===== src/rtl/generador_morse.sv =====
// Morse letter sequencer: plays up to five dot/dash elements as a keyed tone-enable and
// exposes its running count and current duration limit for an external comparator.
module generador_morse #(
   parameter int UNIDAD = 12_500_000
) (
   input  logic        clk,
   input  logic        reset,
   input  logic        start,
   input  logic [4:0]  simbolos,
   input  logic [2:0]  longitud,
   output logic        tono,
   output logic        ocupado,
   output logic        listo,
   output logic [27:0] cuenta,
   output logic [27:0] limite
);

   localparam logic [27:0] UNO  = 28'(UNIDAD);
   localparam logic [27:0] TRES = 28'(3 * UNIDAD);

   typedef enum logic [1:0] {
      IDLE,
      MARCA,
      ESPACIO,
      FIN_LETRA
   } estado_t;

   estado_t     estado, estado_d;
   logic [4:0]  patron, patron_d;
   logic [2:0]  len, len_d;
   logic [2:0]  idx, idx_d;
   logic        tono_d, ocupado_d, listo_d;
   logic [27:0] cuenta_d, limite_d;
   logic        fin;
   logic [2:0]  idx_sig;

   always_ff @(posedge clk or posedge reset) begin
      if (reset) begin
         estado  <= IDLE;
         patron  <= '0;
         len     <= '0;
         idx     <= '0;
         tono    <= 1'b0;
         ocupado <= 1'b0;
         listo   <= 1'b0;
         cuenta  <= '0;
         limite  <= '0;
      end else begin
         estado  <= estado_d;
         patron  <= patron_d;
         len     <= len_d;
         idx     <= idx_d;
         tono    <= tono_d;
         ocupado <= ocupado_d;
         listo   <= listo_d;
         cuenta  <= cuenta_d;
         limite  <= limite_d;
      end
   end

   // A state ends on its last cycle, so each state lasts exactly limite cycles.
   assign fin     = (cuenta == limite - 28'd1);
   assign idx_sig = idx + 3'd1;

   always_comb begin
      estado_d  = estado;
      patron_d  = patron;
      len_d     = len;
      idx_d     = idx;
      tono_d    = tono;
      ocupado_d = ocupado;
      listo_d   = 1'b0;
      cuenta_d  = cuenta + 28'd1;
      limite_d  = limite;

      unique case (estado)
         IDLE: begin
            cuenta_d  = '0;
            limite_d  = '0;
            tono_d    = 1'b0;
            ocupado_d = 1'b0;
            if (start && longitud != 3'd0) begin
               patron_d  = simbolos;
               len_d     = (longitud > 3'd5) ? 3'd5 : longitud;
               idx_d     = '0;
               estado_d  = MARCA;
               tono_d    = 1'b1;
               ocupado_d = 1'b1;
               limite_d  = simbolos[0] ? TRES : UNO;
            end
         end
         MARCA: begin
            if (fin) begin
               cuenta_d = '0;
               tono_d   = 1'b0;
               if (idx == len - 3'd1) begin
                  estado_d = FIN_LETRA;
                  limite_d = TRES;
               end else begin
                  estado_d = ESPACIO;
                  limite_d = UNO;
               end
            end
         end
         ESPACIO: begin
            if (fin) begin
               cuenta_d = '0;
               idx_d    = idx_sig;
               estado_d = MARCA;
               tono_d   = 1'b1;
               limite_d = patron[idx_sig] ? TRES : UNO;
            end
         end
         FIN_LETRA: begin
            if (fin) begin
               estado_d  = IDLE;
               cuenta_d  = '0;
               limite_d  = '0;
               tono_d    = 1'b0;
               ocupado_d = 1'b0;
               listo_d   = 1'b1;
            end
         end
         default: estado_d = IDLE;
      endcase
   end

endmodule

===== config.mk =====
export PLATFORM = sky130hd
export DESIGN_NAME = generador_morse
export DESIGN_NICKNAME = d
export VERILOG_FILES = /design/src/rtl/generador_morse.sv
export SDC_FILE = /design/constraint.sdc
export NUM_CORES = 1
export LEC_CHECK = 0
export BUFFER_PORTS_ARGS = -buffer_cell sky130_fd_sc_hd__clkbuf_2
export CAP_MARGIN = 20
export CORE_MARGIN = 3
export CORE_UTILIZATION = 25
export CTS_CLUSTER_DIAMETER = 150
export DETAILED_ROUTE_END_ITERATION = 10
export GPL_TIMING_DRIVEN = 0
export SLEW_MARGIN = 20
export SYNTH_ARGS = -nofsm -noshare
export SYNTH_HDL_FRONTEND = slang
export SYNTH_SLANG_ARGS = --single-unit

===== constraint.sdc =====
create_clock -name clk -period 9.6 [get_ports clk]
set_clock_uncertainty 0.2 [all_clocks]
set_input_delay 0.48 -clock clk [delete_from_list [all_inputs] [get_ports clk]]
set_output_delay 0.48 -clock clk [all_outputs]
set_load 0.005 [all_outputs]

==> out/qor.yml <==
run_status:
  status: "finished clean"
cts:
  clock_path_buffers: 2
  cts.clk_slew.worst_paths_ns: 0.06
  cts_root_buf: "clkbuf_16"
  cts-buffers-inserted: 5
  worstSkewPairLatency_ns: 0.29
  cts_htree_levels: 2
  cts_tree: "done"
  cts.sink_count: 47
  cts-resized-gates: 0
sta:
  final-setup-viol-count: 0
  drv_slew: 0
  post-route-worst-setup-slack_ns: 5.99
  grt_setup_unrepaired: "false"
  min_period_ns: 3.61
  max_slew_margin: 0.655
  finalSetupTns_ns: 0
  worst_slew_pin_slew_ns: 0.517
  fin_hold_ws_ns: 0.223
  fmax_mhz: 277
  finalHoldViolCount: 0
  fin_crit_sh: 0.376
place:
  place_ws_ns: 5.97
  dpl.cell_count: 575
  gp_congestion: 0.873
  placed_area_um2: 3660
  dp_hpwl_um: 5580
  portBuffers: 55
synth:
  synth_ff_type: "dfrtp_1"
  synth_common_cells: "dfrtp_1 (47), nor2_1 (46), buf_4 (26), nand2_1 (21), xnor2_1 (21)"
  synthTopCellsByArea: "dfrtp_1 (38%), buf_4 (6.3%), xnor2_1 (5.9%)"
  yosysUniqueCellTypes: 53
  ys_seq_elements: 47
  ys_seq_area_frac: 0.378
  synth_most_common_cell: "dfrtp_1"
  async_flop_share: 1.00
  synth_edf_count: 0
  syn_inst: 338
  synth_area_leader_cell: "dfrtp_1"
  synth_area_um2: 3110
  avgSynthCellArea_um2: 9.20
  yosysTopAreaCellShare: 0.378
  synth_warnings: 0
floorplanning:
  row_count: 40
  ios: 70
  die_h_um: 118
  core_um2: 12100
  die_w_um: 118
  fp.dieArea_um2: 13800
  start_util: 0.258
finish:
  antenna_cells: 0
  fin_area_um2: 3850
  area_growth_pct: 23.8
  nets: 437
  seq_area_um2: 1180
  nFillCells: 1255
  instances_no_fill: 584
  multiInputGateArea_um2: 1670
  layout-drive-gt1-share: 0.269
critical_path:
  crit_type: "flop to flop"
  crit_chain: "inv_1 -> ha_1 -> buf_2 -> nor4b_1 -> mux2i_1 -> nand2_1 -> or4_1 -> nor3_4 -> or2_1 -> buf_4 -> buf_6 -> nor2_1"
  critical_path.slowest_cell: "dfrtp_1"
  startpoint_type: "flop"
  worstPathMaxFanout: 14
  end_kind: "flop"
  arrival_ns: 3.60
  crit_required_ns: 9.59
  cp_slowest_stage_delay_ns: 0.56
global_route:
  grt_max_degree: 34
  grt_pass1_wl_um: 12300
  antenna_found_initial: 0
  gr-total-overflow: 0
  grt_util_all_layers: 0.108
  grt_pass1_vias: 2450
drt:
  vias: 2551
  via_per_inst: 4.37
  wire_per_inst_um: 12.5
  route.detailed.drc: 0
  antenna_left: 0
  firstDrtPassIters: 4
  routed_wl_um: 7280
  drt_iter0_drc: 126
run:
  maxCapViolCount: 0
hold_path:
  hp-class: "primary input to flop"
power_and_ir_drop:
  p_leak_nw: 1.78
  peakVddDrop_v: 0.0000539
  p_per_area_nw_per_um2: 108
## stage by stage
step	total power, mW	utilization
after global routing	0.430	0.319
after global placement	0.215	0.302
final	0.416	0.319
after floorplan	0.211	-
after CTS	0.421	0.319
after detailed placement	0.216	0.304
## power by group
group | switching, mW | internal, mW | total [mW]
clock network | 0.0739 | 0.129 | 0.203
logic | 0.00780 | 0.00664 | 0.0144
registers | 0 | 0.198 | 0.198
## registers in the layout, summed over array words and instances, names as in the netlist
register / cells
cuenta: 28
patron: 5
idx: 3
len: 3
limite: 3
estado: 2
listo: 1
ocupado: 1
tono: 1
## critical path: cells and delay by family (launching register included)
kind	cells	cell delay, ns
and+or+nand+nor	6	1.42
buffers and inverters	4	0.82
adders and majority gates	1	0.18
DFF	1	0.56
muxes	1	0.31
## final timing paths
path	to	startpoint	slack, ns	depth (start not counted)
setup / recovery	cuenta[13]	limite[21]	5.99	12
hold / removal	patron[1]	simbolos[1]	0.22	2
setup reg to reg	cuenta[13]	limite[21]	5.99	12
hold reg to reg	len[1]	len[1]	0.28	2
max in group asynchronous	cuenta[26]	reset	8.25	4
min in group asynchronous	len[1]	reset	0.47	3
## timing repair
item | in CTS | in global routing
hold buffers | 1 | 0
setup endpoints to repair | 0 | 0
endpoints found under the hold margin | 14 | 0
setup buffers | 0 | 0
## kinds of logic after synthesis
family                     share of synthesized area
other                                        0.00121
xor gates and xnor gates                       0.107
muxes                                         0.0584
adders and majority gates                     0.0443
DFF                                            0.378
buffers and inverters                          0.101
AOI/OAI and AO/OA                             0.0982
and+or+nand+nor                                0.211
## layout make-up
cell class	count	share of cell area
well taps	168	0.0547
repair buffers	57	0.0794
plain buffers	37	0.0680
inverters	14	0.0137
multi-input cells	253	0.433
clock inverters	2	0.00911
flip-flops and latches	47	0.306
clock buffers	6	0.0361
## layer usage
metal	GRT usage	share of wire	vias up
met1	0.139	0.46	1187
met4	0.0484	0.028	0
met3	0.0226	0.048	15
li1	-	-	1271
met2	0.174	0.46	78
met5	0	0	-
## layout by cell type, fill, tap and decap left out, types with 11 or more instances in the layout
| cell type | instances |
|---|---|
| buf_4 | 26 |
| clkbuf_2 | 55 |
| conb_1 | 14 |
| dfrtp_1 | 47 |
| ha_1 | 11 |
| inv_1 | 13 |
| nand2_1 | 21 |
| nor2_1 | 46 |
| xnor2_1 | 21 |
| xor2_1 | 17 |
No activity file was read; power rests on OpenSTA's default activity.
